<file path="config.mk">
export PLATFORM = sky130hd
export DESIGN_NAME = cla_adder_arbiter
export DESIGN_NICKNAME = d
export VERILOG_FILES = /design/src/rtl/cla_adder_arbiter.sv
export SDC_FILE = /design/constraint.sdc
export NUM_CORES = 1
export LEC_CHECK = 0
export BUFFER_PORTS_ARGS = -buffer_cell sky130_fd_sc_hd__buf_4
export CAP_MARGIN = 40
export CORE_MARGIN = 2
export CORE_UTILIZATION = 48
export CTS_CLUSTER_SIZE = 8
export DETAILED_ROUTE_END_ITERATION = 16
export PLACE_DENSITY = 0.82
export SLEW_MARGIN = 20
export SYNTH_ARGS = -nofsm -noshare
export SYNTH_HDL_FRONTEND = slang
export SYNTH_SLANG_ARGS = --single-unit
</file>
<file path="constraint.sdc">
create_clock -name clk -period 4.18 [get_ports clk]
set_input_delay 0.836 -clock clk [delete_from_list [all_inputs] [get_ports clk]]
set_output_delay 0.836 -clock clk [all_outputs]
set_load 0.005 [all_outputs]
</file>
<file path="src/rtl/cla_adder_arbiter.sv">
// rtl/cla_adder_arbiter.sv - round-robin front end sharing one pipelined adder among requesters
// Tags travel alongside the adder pipeline so each sum returns with its requester index.
module cla_adder_arbiter #(
    parameter int WIDTH   = 8,
    parameter int NUM_REQ = 4,
    parameter int LATENCY = 2,
    localparam int ID_W   = (NUM_REQ > 2) ? $clog2(NUM_REQ) : 1
) (
    input  logic                       clk,
    input  logic                       rst,
    input  logic [NUM_REQ-1:0]         i_req_valid,
    input  logic [NUM_REQ*WIDTH-1:0]   i_req_add1,
    input  logic [NUM_REQ*WIDTH-1:0]   i_req_add2,
    output logic [NUM_REQ-1:0]         o_req_ready,
    input  logic                       i_hold,
    output logic [WIDTH-1:0]           o_add1,
    output logic [WIDTH-1:0]           o_add2,
    input  logic [WIDTH:0]             i_result,
    output logic                       o_rsp_valid,
    output logic [ID_W-1:0]            o_rsp_id,
    output logic [WIDTH:0]             o_rsp_sum,
    output logic                       o_busy,
    output logic [15:0]                o_issue_cnt
);

    localparam int STAGES = LATENCY + 1;

    logic [ID_W-1:0]   ptr;
    logic [NUM_REQ-1:0] grant;
    logic [ID_W-1:0]   grant_id;
    logic              found;
    logic              xfer;
    int                idx;

    logic [STAGES-1:0] tag_valid;
    logic [ID_W-1:0]   tag_id [STAGES];

    // Search starts at ptr and wraps; the first valid requester wins.
    always_comb begin
        grant    = '0;
        grant_id = '0;
        found    = 1'b0;
        idx      = 0;
        if (rst && !i_hold) begin
            for (int k = 0; k < NUM_REQ; k++) begin
                idx = int'(ptr) + k;
                if (idx >= NUM_REQ) begin
                    idx = idx - NUM_REQ;
                end
                if (!found && i_req_valid[idx]) begin
                    grant[idx] = 1'b1;
                    grant_id   = ID_W'(idx);
                    found      = 1'b1;
                end
            end
        end
    end

    assign o_req_ready = grant;
    assign xfer        = found;
    assign o_busy      = |tag_valid;

    always_ff @(posedge clk or negedge rst) begin
        if (!rst) begin
            ptr         <= '0;
            o_add1      <= '0;
            o_add2      <= '0;
            o_issue_cnt <= '0;
            tag_valid   <= '0;
            for (int s = 0; s < STAGES; s++) begin
                tag_id[s] <= '0;
            end
            o_rsp_valid <= 1'b0;
            o_rsp_id    <= '0;
            o_rsp_sum   <= '0;
        end else begin
            if (xfer) begin
                o_add1      <= i_req_add1[int'(grant_id)*WIDTH +: WIDTH];
                o_add2      <= i_req_add2[int'(grant_id)*WIDTH +: WIDTH];
                o_issue_cnt <= o_issue_cnt + 16'd1;
                if (int'(grant_id) == NUM_REQ - 1) begin
                    ptr <= '0;
                end else begin
                    ptr <= grant_id + 1'b1;
                end
            end
            tag_valid[0] <= xfer;
            tag_id[0]    <= grant_id;
            for (int s = 1; s < STAGES; s++) begin
                tag_valid[s] <= tag_valid[s-1];
                tag_id[s]    <= tag_id[s-1];
            end
            // The last tag stage lines up with the cycle the adder sum for that issue is valid.
            o_rsp_valid <= tag_valid[STAGES-1];
            if (tag_valid[STAGES-1]) begin
                o_rsp_id  <= tag_id[STAGES-1];
                o_rsp_sum <= i_result;
            end
        end
    end

endmodule

</file>
==> results.sh, run 1 <==
export IMPL_crit_fanout=9
export IMPL_synthesis_nets=348
export IMPL_wirelength_um=7440
export IMPL_syn_inst=263
export IMPL_syn_area_um2=3040
export IMPL_antenna_found_initial=0
export IMPL_drtIter0Drc=46
export IMPL_antenna_cells=0
export IMPL_seq_area_frac_synth_pct=45.3
export IMPL_layout_drive_gt1_share_pct=46.0
export IMPL_status="complete, no violations"
export IMPL_gp_congestion=0.772
export IMPL_gr_usage_all_layers_pct=21.5
export IMPL_cpPeakStageDelay_ns=0.72
export IMPL_pre_cts_slack_ns=0.642
export IMPL_timing_hold_ws_ns=0.360
export IMPL_met1_usage_pct=27.4
export IMPL_core_area_um2=6030
export IMPL_worstPathCellList="inv_1 -> ha_1 -> mux4_1 -> nor2_1 -> a221o_1 -> o21ai_0 -> a21oi_1 -> buf_4"
export IMPL_fill_cells=470
export IMPL_first_global_vias=2584
export IMPL_root_buffer="clkbuf_8"
export IMPL_synth_edff_count=0
export IMPL_synthArstFlopShare_pct=100
export IMPL_hold_buffers=0
export IMPL_cts_made_buffers=5
export IMPL_maxCapViolCount=0
export IMPL_synth_flop_cell="dfrtp_1"
export IMPL_port_buffers=128
export IMPL_num_vias=2568
export IMPL_hold_class="reg -> reg"
export IMPL_insertion_delay_ns=0.30
export IMPL_hp_start="tag_id[4]$_DFF_PN0_"
export IMPL_clock_path_buffers=2
export IMPL_place_hpwl_um=5820
export IMPL_initial_core_util_pct=50.5
export IMPL_path_clk_slew_ns=0.10
export IMPL_final_nets=480
export IMPL_layout_common_cells="134 x buf_4, 55 x dfrtp_1, 25 x nor2_1"
export IMPL_p_total_uw=2170
export IMPL_dieArea_um2=6990
export IMPL_startpoint="ptr[1]$_DFFE_PN0P_"
export IMPL_synth_seq_cells=55
export IMPL_worstReg2RegStart="ptr[1]$_DFFE_PN0P_"
export IMPL_slew_headroom_pct=41.9
export IMPL_rows=28
export IMPL_endpoint_kind="output port"
export IMPL_antenna_left=0
export IMPL_ys_warn_count=0
export IMPL_period_needed_ns=3.92
export IMPL_ir_worst_vdd_mv=0.252
export IMPL_dr_pass1_iters=4
export IMPL_setup_worst_path_start_class="flip-flop"
export IMPL_rsz0062_at_grt="false"
export IMPL_setup_slack_ns=0.264
export IMPL_die_h_um=83.6
export IMPL_clock_skew_final_ns=0.00575
export IMPL_met3_usage_pct=5.44
export IMPL_report_final_slew_viol_count=0
export IMPL_drc=0
export IMPL_overflow=0
export IMPL_p_leak_uw=0.00204
export IMPL_critPathKind="reg -> out"
export IMPL_cp_data_arrival_time_ns=3.08
export IMPL_period_share_pct=93.7
export IMPL_cts_tree="built"
export IMPL_grt_pass1_wl_um=12400
export IMPL_clock_sinks=55
export IMPL_synth_cell_types=44
export IMPL_grt_max_degree=43
export IMPL_vias_per_cell=5.45
export IMPL_powerDensity_nw_per_um2=516
export IMPL_mostFrequentLayoutCell="buf_4"
export IMPL_cp_top_family="multiplexers"
export IMPL_synthToLayoutAreaGrowth_pct=38.1
export IMPL_cpMaxStageDelayCell="mux4_1"
export IMPL_crit_required_ns=3.34
export IMPL_busiest_layer="met2"
export IMPL_cts_repair_resized=0
export IMPL_syn_avg_cell_area_um2=11.6
export IMPL_max_freq_ghz=0.255
export IMPL_worst_pin_slew_ns=0.863
export IMPL_dieWidth_um=83.6
export IMPL_final_setup_viol_count=0
export IMPL_tns_ns=0
export IMPL_ctsHtreeMaxLevel=2
export IMPL_hold_viol_final=0
export IMPL_wl_per_cell_um=15.8
export IMPL_grtUsageMet2_pct=37.2
export IMPL_postCtsSetupBuffers=0
export IMPL_io_pins=129
export IMPL_cp_buffers_inverters=2
export IMPL_fin_util_pct=69.7
==> power by group <==
part	internal (uW)	switching [uW]	leakage (uW)
clock network	121	175	0.0000485
registers	678	115	0.000677
logic	547	531	0.00132
total	1350	821	0.00204
==> final timing paths <==
| check | slack (ns) | cells after the start | end |
|---|---|---|---|
| max in group asynchronous | 3.03 | 2 | o_add1[4]$_DFFE_PN0P_ |
| setup reg to reg | 1.00 | 8 | o_add1[3]$_DFFE_PN0P_ |
| hold / removal | 0.36 | 0 | tag_id[2]$_DFF_PN0_ |
| min in group asynchronous | 0.39 | 1 | ptr[1]$_DFFE_PN0P_ |
| hold reg to reg | 0.36 | 0 | tag_id[2]$_DFF_PN0_ |
| setup / recovery | 0.26 | 8 | o_req_ready[3] |
==> synth_stat cells, drive strengths merged, types with 5 or more instances <==
master | number | area [um^2]
dfrtp | 55 | 1380
nor2 | 26 | 97.6
mux2i | 18 | 180
a211oi | 16 | 160
a221oi | 16 | 190
and2 | 16 | 100
mux2 | 15 | 176
nand2 | 14 | 52.6
xnor2 | 12 | 105
buf | 8 | 67.6
a21oi | 7 | 35.0
inv | 6 | 22.5
nand4 | 6 | 37.5
o21ai | 6 | 30.0
ha | 5 | 62.6
==> through the flow <==
step	instance area [um^2]	instances
after floorplan	3040	263
after global placement	4060	459
after detailed placement	4090	462
after CTS	4180	470
after global routing	4200	471
final	4200	471
==> kinds of logic (layout without fill, tap and decap cells) <==
family	count (synthesis)	count (layout)	share of synthesized area, %
AO/OA/AOI/OAI	54	54	17.2
XOR/XNOR	16	16	4.61
adder cells (fa/ha/maj)	5	5	2.06
buffers and inverters	18	151	3.46
flip-flops	55	55	45.3
multiplexers	36	36	14.2
AND/OR/NAND/NOR	79	79	13.3
==> layer usage <==
metal / share of wire (%) / vias up
met5: 0 / -
met4: 0.94 / 0
met3: 6.6 / 6
met2: 50 / 98
met1: 42 / 1230
li1: - / 1234
==> state kept, by name, summed over array words and instances (netlist names) <==
signal,flops
tag_valid,3
o_issue_cnt,16
o_rsp_sum,9
o_rsp_valid,1
ptr,2
o_add1,8
o_add2,8
o_rsp_id,2
tag_id,6
==> final cells by class <==
| cell class | count | area, um^2 | share of cell area, % |
|---|---|---|---|
| flip-flops and latches | 55 | 1380 | 32.8 |
| clock buffers | 5 | 68.8 | 1.64 |
| repair buffers | 137 | 1050 | 24.9 |
| inverters | 6 | 22.5 | 0.537 |
| clock inverters | 3 | 22.5 | 0.537 |
| well taps | 75 | 93.8 | 2.24 |
| multi-input cells | 190 | 1570 | 37.3 |
==> worst reg2reg max path, stage by stage (launching register included) <==
cell	delay (ns)
dfrtp_1	0.51
inv_1	0.16
ha_1	0.39
mux4_1	0.72
nor2_1	0.40
o311ai_4	0.21
buf_4	0.27
a221oi_2	0.33
a211oi_2	0.07
Note: power is estimated with default switching activity, not from simulation.
==> inputs of run 2 (changes only) <==
--- a/config.mk
+++ b/config.mk
@@ -11,7 +11,9 @@
 export CORE_UTILIZATION = 48
 export CTS_CLUSTER_SIZE = 8
 export DETAILED_ROUTE_END_ITERATION = 16
+export GPL_TIMING_DRIVEN = 0
 export PLACE_DENSITY = 0.82
+export SETUP_SLACK_MARGIN = 0.05
 export SLEW_MARGIN = 20
 export SYNTH_ARGS = -nofsm -noshare
 export SYNTH_HDL_FRONTEND = slang
==> run 2 against run 1 <==
Effect of this change: sequential cell count unchanged; first-iteration DRC count up 93%; total power up 0.92%; combinational power about the same; non-clock buffer count up 3; cell area about the same; critical path depth up 1; die area unchanged; via count up 1.9%; critical endpoint unchanged; largest cell class unchanged.
==> results.sh, run 2 (same netlist as run 1, synthesis figures left out) <==
export IMPL_powerDensity_nw_per_um2=521
export IMPL_root_buffer="clkbuf_8"
export IMPL_vias_per_cell=5.52
export IMPL_period_needed_ns=3.94
export IMPL_endpoint_kind="output port"
export IMPL_gr_usage_all_layers_pct=21.2
export IMPL_io_pins=129
export IMPL_layout_drive_gt1_share_pct=45.1
export IMPL_busiest_layer="met2"
export IMPL_cts_tree="built"
export IMPL_tns_ns=0
export IMPL_critPathKind="reg -> out"
export IMPL_clock_path_buffers=2
export IMPL_setup_worst_path_start_class="flip-flop"
export IMPL_largestRegisters="o_issue_cnt (16), o_rsp_sum (9)"
export IMPL_antenna_found_initial=0
export IMPL_rsz0062_at_grt="false"
export IMPL_grt_max_degree=58
export IMPL_core_area_um2=6030
export IMPL_cpPeakStageDelay_ns=0.77
export IMPL_final_setup_viol_count=0
export IMPL_setup_slack_ns=0.236
export IMPL_cp_data_arrival_time_ns=3.11
export IMPL_ir_worst_vdd_mv=0.271
export IMPL_ctsHtreeMaxLevel=2
export IMPL_cpMaxStageDelayCell="mux4_1"
export IMPL_report_final_slew_viol_count=0
export IMPL_largest_reg_flops=16
export IMPL_synthToLayoutAreaGrowth_pct=38.1
export IMPL_dieArea_um2=6990
export IMPL_hold_class="reg -> reg"
export IMPL_insertion_delay_ns=0.31
export IMPL_die_h_um=83.6
export IMPL_grt_pass1_wl_um=12200
export IMPL_met1_usage_pct=27.4
export IMPL_place_hpwl_um=5630
export IMPL_hold_buffers=0
export IMPL_gp_congestion=0.819
export IMPL_overflow=0
export IMPL_first_global_vias=2551
export IMPL_clock_sinks=55
export IMPL_wl_per_cell_um=15.5
export IMPL_path_clk_slew_ns=0.10
export IMPL_wirelength_um=7370
export IMPL_antenna_left=0
export IMPL_hold_viol_final=0
export IMPL_clock_skew_final_ns=0.00768
export IMPL_drc=0
export IMPL_antenna_cells=0
export IMPL_rows=28
export IMPL_grtUsageMet2_pct=35.9
export IMPL_maxCapViolCount=0
export IMPL_fill_cells=476
export IMPL_initial_core_util_pct=50.5
export IMPL_num_vias=2616
export IMPL_crit_fanout=10
export IMPL_layout_common_cells="128 x buf_4, 55 x dfrtp_1, 25 x nor2_1"
export IMPL_largest_register="o_issue_cnt"
export IMPL_dieWidth_um=83.6
export IMPL_cp_buffers_inverters=3
export IMPL_p_leak_uw=0.00204
export IMPL_met3_usage_pct=6.43
export IMPL_worst_pin_slew_ns=0.794
export IMPL_cp_top_family="multiplexers"
export IMPL_crit_required_ns=3.34
export IMPL_postCtsSetupBuffers=0
export IMPL_final_nets=483
export IMPL_mostFrequentLayoutCell="buf_4"
export IMPL_worstPathCellList="buf_6 -> inv_1 -> ha_1 -> mux4_1 -> nor2_4 -> a221o_1 -> o21ai_0 -> a21oi_1 -> buf_4"
export IMPL_status="complete, no violations"
export IMPL_cts_made_buffers=5
export IMPL_port_buffers=128
export IMPL_max_freq_ghz=0.254
export IMPL_dr_pass1_iters=4
export IMPL_period_share_pct=94.4
export IMPL_pre_cts_slack_ns=0.409
export IMPL_drtIter0Drc=89
export IMPL_p_total_uw=2190
export IMPL_slew_headroom_pct=46.7
[run 2: final timing paths]
kind | startpoint | endpoint | slack, ns | cells after the start
min in group asynchronous | rst | o_issue_cnt[9]$_DFFE_PN0P_ | 0.56 | 1
worst max-delay path | ptr[0]$_DFFE_PN0P_ | o_req_ready[3] | 0.24 | 9
worst max register to register | ptr[0]$_DFFE_PN0P_ | o_add1[0]$_DFFE_PN0P_ | 0.84 | 9
worst min register to register | tag_id[4]$_DFF_PN0_ | tag_id[2]$_DFF_PN0_ | 0.35 | 0
worst min-delay path | tag_id[4]$_DFF_PN0_ | tag_id[2]$_DFF_PN0_ | 0.35 | 0
max in group asynchronous | rst | o_add2[5]$_DFFE_PN0P_ | 3.17 | 1
[run 2: through the flow]
stage	hold slack (ns)	utilization [%]	area [um^2]	instances
global route	0.368	69.7	4200	474
finish	0.352	69.7	4200	474
CTS	0.358	69.5	4190	474
global placement	0.334	68.0	4100	466
floorplan	0.331	-	3040	263
detailed placement	0.335	68.0	4100	466
[run 2: power breakdown]
part	total [uW]	switching, uW	leakage, uW	internal, uW
clock	301	180	0.0000485	120
sequential	805	127	0.000677	678
combinational	1080	533	0.00131	548
[run 2: repair_timing]
item,4_1_cts,5_1_grt
endpoints found under the hold margin,0,0
setup endpoints to repair,0,4
resized for setup,0,3
[run 2: routing by layer]
layer	wire (um)	share of wire, %
met2	3650	49
met4	51	0.69
met5	0	0
met1	3100	42
met3	570	7.7
[run 2: area by class of cell]
cell class / instances / area [um^2] / share of cell area [%]
multi-input combinational: 190 / 1570 / 37.4
sequential: 55 / 1380 / 32.8
timing repair buffer: 128 / 961 / 22.9
tap: 75 / 93.8 / 2.23
buffer: 12 / 82.6 / 1.97
clock buffer: 5 / 68.8 / 1.64
clock inverter: 3 / 22.5 / 0.536
inverter: 6 / 22.5 / 0.536
